**src/rtl/pixel_blend.sv**
```systemverilog
// Three-stage weighted blend of smooth/fine interpolated pixels with round-to-nearest
// division by 255, clamping, and delivered/clamped beat counters.
module pixel_blend #(
   parameter int pixelBitWidth = 12,
   parameter int cntBitWidth   = 24
) (
   input  logic                     clk,
   input  logic                     rst,
   input  logic                     in_valid,
   output logic                     in_ready,
   input  logic [pixelBitWidth-1:0] pix_s,
   input  logic [pixelBitWidth-1:0] pix_f,
   input  logic [7:0]               w_s,
   input  logic [7:0]               w_f,
   output logic                     out_valid,
   input  logic                     out_ready,
   output logic [pixelBitWidth-1:0] pix_out,
   output logic [cntBitWidth-1:0]   pix_cnt,
   output logic [15:0]              clamp_cnt
);

   localparam int PW    = pixelBitWidth;
   localparam int SUM_W = PW + 10;
   localparam int EXT_W = SUM_W + 1;

   localparam logic [PW-1:0]          PIX_MAX   = {PW{1'b1}};
   localparam logic [EXT_W-1:0]       ROUND_C   = {{(EXT_W-8){1'b0}}, 8'd128};
   localparam logic [EXT_W-1:0]       Q_MAX     = {{(EXT_W-PW){1'b0}}, PIX_MAX};
   localparam logic [cntBitWidth-1:0] CNT_ONE   = {{(cntBitWidth-1){1'b0}}, 1'b1};
   localparam logic [15:0]            CLAMP_MAX = 16'hFFFF;
   localparam logic [15:0]            CLAMP_ONE = 16'h0001;

   // Divide by 255 with rounding: t = sum+128, q = (t + t/256)/256; result {clamped, pixel}.
   function automatic logic [PW:0] norm_clamp(input logic [SUM_W-1:0] sum);
      logic [EXT_W-1:0] t;
      logic [EXT_W-1:0] q;
      t = {1'b0, sum} + ROUND_C;
      q = (t + (t >> 4'd8)) >> 4'd8;
      if (q > Q_MAX) begin
         return {1'b1, PIX_MAX};
      end else begin
         return {1'b0, q[PW-1:0]};
      end
   endfunction

   // Rounded mean (a+b+1)>>1 written without a carry bit that would later be dropped.
   function automatic logic [PW-1:0] round_avg(input logic [PW-1:0] a, input logic [PW-1:0] b);
      return (a >> 1'b1) + (b >> 1'b1) + {{(PW-1){1'b0}}, (a[0] | b[0])};
   endfunction

   logic             advance_s;
   logic             out_fire_s;

   logic             s1_valid_r;
   logic [PW-1:0]    s1_pix_s_r;
   logic [PW-1:0]    s1_pix_f_r;
   logic [7:0]       s1_w_s_r;
   logic [7:0]       s1_w_f_r;

   logic [SUM_W-1:0] s2_sum_s;
   logic [PW-1:0]    s2_avg_s;
   logic             s2_bypass_s;
   logic             s2_valid_r;
   logic [SUM_W-1:0] s2_sum_r;
   logic [PW-1:0]    s2_avg_r;
   logic             s2_bypass_r;

   logic [PW:0]      s3_norm_s;
   logic [PW-1:0]    s3_pix_s;
   logic             s3_clamp_s;
   logic             s3_valid_r;
   logic [PW-1:0]    s3_pix_r;
   logic             s3_clamp_r;

   logic [cntBitWidth-1:0] pix_cnt_r;
   logic [15:0]            clamp_cnt_r;

   // The whole pipeline moves as one: it shifts unless the output beat is stalled.
   assign advance_s  = out_ready | ~s3_valid_r;
   assign out_fire_s = s3_valid_r & out_ready;
   assign in_ready   = advance_s;

   assign out_valid  = s3_valid_r;
   assign pix_out    = s3_pix_r;
   assign pix_cnt    = pix_cnt_r;
   assign clamp_cnt  = clamp_cnt_r;

   // Stage 1: capture the input beat (or a bubble).
   always_ff @(posedge clk) begin
      if (rst) begin
         s1_valid_r <= 1'b0;
         s1_pix_s_r <= {PW{1'b0}};
         s1_pix_f_r <= {PW{1'b0}};
         s1_w_s_r   <= 8'd0;
         s1_w_f_r   <= 8'd0;
      end else if (advance_s) begin
         s1_valid_r <= in_valid;
         s1_pix_s_r <= pix_s;
         s1_pix_f_r <= pix_f;
         s1_w_s_r   <= w_s;
         s1_w_f_r   <= w_f;
      end else begin
         s1_valid_r <= s1_valid_r;
      end
   end

   // Stage 2 datapath: full-width weighted sum plus the zero-weight fallback.
   always_comb begin
      s2_sum_s    = ({{(SUM_W-PW){1'b0}}, s1_pix_s_r} * {{(SUM_W-8){1'b0}}, s1_w_s_r})
                  + ({{(SUM_W-PW){1'b0}}, s1_pix_f_r} * {{(SUM_W-8){1'b0}}, s1_w_f_r});
      s2_avg_s    = round_avg(s1_pix_s_r, s1_pix_f_r);
      s2_bypass_s = (s1_w_s_r == 8'd0) && (s1_w_f_r == 8'd0);
   end

   // Stage 2 register.
   always_ff @(posedge clk) begin
      if (rst) begin
         s2_valid_r  <= 1'b0;
         s2_sum_r    <= {SUM_W{1'b0}};
         s2_avg_r    <= {PW{1'b0}};
         s2_bypass_r <= 1'b0;
      end else if (advance_s) begin
         s2_valid_r  <= s1_valid_r;
         s2_sum_r    <= s2_sum_s;
         s2_avg_r    <= s2_avg_s;
         s2_bypass_r <= s2_bypass_s;
      end else begin
         s2_valid_r  <= s2_valid_r;
      end
   end

   // Stage 3 datapath: normalise and clamp, or take the average when both weights were zero.
   always_comb begin
      s3_norm_s = norm_clamp(s2_sum_r);
      if (s2_bypass_r) begin
         s3_pix_s   = s2_avg_r;
         s3_clamp_s = 1'b0;
      end else begin
         s3_pix_s   = s3_norm_s[PW-1:0];
         s3_clamp_s = s3_norm_s[PW];
      end
   end

   // Stage 3 register drives the output; it holds while downstream stalls.
   always_ff @(posedge clk) begin
      if (rst) begin
         s3_valid_r <= 1'b0;
         s3_pix_r   <= {PW{1'b0}};
         s3_clamp_r <= 1'b0;
      end else if (advance_s) begin
         s3_valid_r <= s2_valid_r;
         s3_pix_r   <= s3_pix_s;
         s3_clamp_r <= s3_clamp_s;
      end else begin
         s3_valid_r <= s3_valid_r;
      end
   end

   // Delivered-beat counters; the clamp counter saturates instead of wrapping.
   always_ff @(posedge clk) begin
      if (rst) begin
         pix_cnt_r   <= {cntBitWidth{1'b0}};
         clamp_cnt_r <= 16'd0;
      end else if (out_fire_s) begin
         pix_cnt_r <= pix_cnt_r + CNT_ONE;
         if (s3_clamp_r && (clamp_cnt_r != CLAMP_MAX)) begin
            clamp_cnt_r <= clamp_cnt_r + CLAMP_ONE;
         end else begin
            clamp_cnt_r <= clamp_cnt_r;
         end
      end else begin
         pix_cnt_r   <= pix_cnt_r;
         clamp_cnt_r <= clamp_cnt_r;
      end
   end

endmodule

```
**config.mk**
```make
export PLATFORM = sky130hd
export DESIGN_NAME = pixel_blend
export DESIGN_NICKNAME = d
export VERILOG_FILES = /design/src/rtl/pixel_blend.sv
export SDC_FILE = /design/constraint.sdc
export NUM_CORES = 1
export LEC_CHECK = 0
export ABC_CLOCK_PERIOD_IN_PS = 5790
export CORE_UTILIZATION = 50
export DETAILED_ROUTE_END_ITERATION = 16
export HOLD_SLACK_MARGIN = 0.15
export PLACE_DENSITY = 0.84
export SETUP_SLACK_MARGIN = 0.2
export SYNTH_ARGS = -nofsm -noshare
export SYNTH_HDL_FRONTEND = slang
export SYNTH_SLANG_ARGS = --single-unit
```
**constraint.sdc**
```tcl
create_clock -name clk -period 5.79 [get_ports clk]
set_clock_uncertainty 0.05 [all_clocks]
set_input_delay 1.158 -clock clk [delete_from_list [all_inputs] [get_ports clk]]
set_output_delay 1.158 -clock clk [all_outputs]
set_load 0.01 [all_outputs]
```
==> flow_summary_export.csv <==
group,metric,value,unit
outcome,status,"finished clean",
sta,relSlewSlack,35.1,%
logic_synthesis,netlist_instances,1482,
logic_synthesis,muxShareOfSynthArea,0.499,%
global_routing,grt-ovfl-total,0,
global_routing,grtUsageTotal,27.0,%
floorplanning,io_pins,98,
logic_synthesis,synth-edff-count,0,
cts,clockRootBuffer,"clkbuf_16",
logic_synthesis,synthArstFlopShare,0,%
floorplanning,fp.dieW,160,um
global_routing,grt_pass1_vias,11100,
critical_path,start_kind,"flop",
route,drtPass1Iterations,7,
cts,cts.clk_slew.worst_paths,0.07,ns
route,wire_per_inst,17.9,um
logic_synthesis,ys_seq_elements,130,
layout,postLayoutCoreUtil,61.7,%
route,vias,10900,
sta,setup_viol,0,
min_path,hold_path.class,"reg -> reg",
sta,min_period,5.60,ns
layout,drive_gt1_share,11.8,%
sta,timing.final.crit_share,96.6,%
sta,final_hold_viol_count,0,
logic_synthesis,synth_top_family_by_area,"adder cells",
global_routing,grt_max_degree,82,
cts,clock_latency,0.45,ns
floorplanning,coreArea,24500,um^2
logic_synthesis,syn_area,12500,um^2
global_routing,grt_pass1_wl,54900,um
run,maxCapViolations,0,
route,drc_errors,0,
critical_path,critPathMaxFanout,9,
layout,syn_to_final_growth,20.3,%
logic_synthesis,synth_cell_type_count,64,
power_and_ir_drop,p_per_area,258,nW/um^2
layout,design_area,15100,um^2
logic_synthesis,synthXorXnorAreaFrac,5.44,%
route,wl,34600,um
logic_synthesis,yosys.area_share.adder,34.2,%
floorplanning,dieArea,25700,um^2
layout,insertedDiodeCount,0,
layout,final_common_cell,"nand2_1",
critical_path,cp.required,6.04,ns
logic_synthesis,yosysSeqAreaShare,20.8,%
floorplanning,start_util,51.3,%
floorplanning,die_h,160,um
layout,fillers,1897,
logic_synthesis,yosysWarningCount,0,
logic_synthesis,synth_simple_gate_area_share,21.5,%
power_and_ir_drop,p_leak,0.00693,uW
power_and_ir_drop,peakVddDrop,0.000235,V
layout,fin_nets,1886,
sta,slew_viol_final,0,
placement,portBuffers,97,
placement,pre_cts_slack,-0.0834,ns
floorplanning,rows,57,
placement,place_congestion,0.945,
cts,cts-buffers-inserted,17,
logic_synthesis,synth_compound_area_share,9.71,%
cts,htree_levels,4,
cts,cts_tree,"built",
layout,layout_common_cells,"nand2_1, inv_1, fa_1",
placement,dpl_cell_area,14100,um^2
cts,clk_path_buf_depth,2,
sta,fmax,0.179,GHz
cts,clock_sinks,130,
route,drtIter0Drc,1084,
critical_path,crit_arrival,5.85,ns
logic_synthesis,synth_ff_type,"dfxtp_1",
placement,dp.final_hpwl,25200,um
sta,tightest_slew,0.970,ns
logic_synthesis,avgSynthCellArea,8.46,um^2
critical_path,cp-end-kind,"flop",
global_routing,antenna_found_initial,0,
route,viasPerCell,5.65,
route,postRouteAntennaNets,0,
critical_path,path_class,"reg -> reg",
sta,setup_slack,0.194,ns
sta,rsz0062_at_grt,"yes",
logic_synthesis,synth_nets,1776,
==> through the flow <==
step / total power, uW / std cells / TNS, ns / hold WS (ns)
4_1_cts: 3630 / 1920 / 0 / 0.393
3_3_place_gp: 2420 / 1886 / 0 / 0.379
2_1_floorplan: 2080 / 1482 / 0 / 0.370
5_1_grt: 4100 / 1929 / -0.00134 / 0.414
3_5_place_dp: 2480 / 1886 / -0.0978 / 0.382
6_report: 3890 / 1929 / 0 / 0.389
==> worst paths after layout <==
check | startpoint | slack [ns] | cells past startpoint | endpoint
worst max-delay path | s1_pix_s_r[5] | 0.19 | 23 | s2_sum_r[17]
worst min-delay path | pix_out[0] | 0.39 | 2 | pix_out[0]
worst max register to register | s1_pix_s_r[5] | 0.19 | 23 | s2_sum_r[17]
worst min register to register | pix_out[0] | 0.39 | 2 | pix_out[0]
==> registers in the layout, indices dropped and copies added, names as in the netlist, 8 cells and up <==
signal,count
s1_pix_s_r,12
s2_sum_r,21
pix_cnt,24
s1_w_s_r,8
pix_out,12
s1_pix_f_r,12
s1_w_f_r,8
s2_avg_r,12
clamp_cnt,16
==> repair_timing <==
| action | 4_1_cts | 5_1_grt |
|---|---|---|
| hold buffers | 0 | 0 |
| buffers inserted | 2 | 9 |
| resized for setup | 44 | 67 |
| pin swaps | 13 | 55 |
| setup endpoints to repair | 9 | 11 |
==> where the power goes <==
part,leakage (uW),switching [uW],internal [uW]
clock network,0.000281,503,570
logic,0.00557,941,772
registers,0.00108,125,980
==> critical path: stages, from the launching register on <==
cell      delay (ns)
dfxtp_2         0.34
buf_12          0.14
and2_4          0.14
fa_1            0.52
inv_2           0.04
fa_1            0.45
fa_1            0.50
inv_1           0.05
fa_1            0.48
fa_1            0.56
inv_2           0.05
fa_1            0.50
inv_2           0.05
ha_4            0.29
buf_4           0.11
buf_4           0.12
o21ai_1         0.07
a21oi_2         0.16
nand2_1         0.08
o211ai_1        0.18
buf_4           0.19
o22ai_2         0.07
xor2_1          0.18
o21ai_0         0.11
==> synthesized netlist by cell type (3+ instances only) <==
master,number,area (um^2)
fa_1,155,3100
a21oi_1,96,480
xnor2_1,32,280
and3_1,9,56.3
nand2_1,263,987
xor2_1,44,385
nor2_1,75,282
nand3b_1,4,30.0
and4_1,11,96.3
mux2i_1,4,40.0
nor4_1,7,43.8
dfxtp_1,130,2600
a211oi_1,9,67.6
or3_1,7,43.8
clkbuf_1,59,221
inv_1,194,728
nor3_1,10,50.1
and2_1,111,694
nand4_1,12,75.1
o21a_1,3,22.5
or4_1,3,22.5
o211ai_1,3,22.5
nand2b_1,3,18.8
o21bai_1,6,45.0
nor2b_1,6,37.5
a21o_1,10,75.1
buf_1,3,11.3
ha_1,95,1190
o221ai_1,5,43.8
o21ai_0,34,170
a31oi_1,3,18.8
nand3_1,31,155
==> cell type report <==
class | count | area [um^2] | area share (%)
clock buffer | 17 | 425 | 2.82
multi-input combinational | 1092 | 9240 | 61.2
tap | 324 | 405 | 2.69
inverter | 194 | 728 | 4.83
clock inverter | 15 | 143 | 0.945
timing repair buffer | 157 | 1450 | 9.62
sequential | 130 | 2700 | 17.9
==> cells by family (layout without fill, tap and decap cells) <==
group | count (synthesis) | in the layout
AOI/OAI and AO/OA | 197 | 197
muxes | 6 | 6
buffers and inverters | 260 | 383
DFF | 130 | 130
and+or+nand+nor | 562 | 562
adders and majority gates | 250 | 250
xor gates and xnor gates | 77 | 77
==> per-layer routing <==
| metal | GRT usage [%] | vias up | wire (um) |
|---|---|---|---|
| met3 | 5.19 | 120 | 2630 |
| met2 | 45.9 | 527 | 17200 |
| li1 | - | 4954 | - |
| met4 | 12.8 | 0 | 1450 |
| met5 | 2.08 | - | 0 |
| met1 | 32.8 | 5293 | 13200 |
Power figures use the tool's default switching activity.
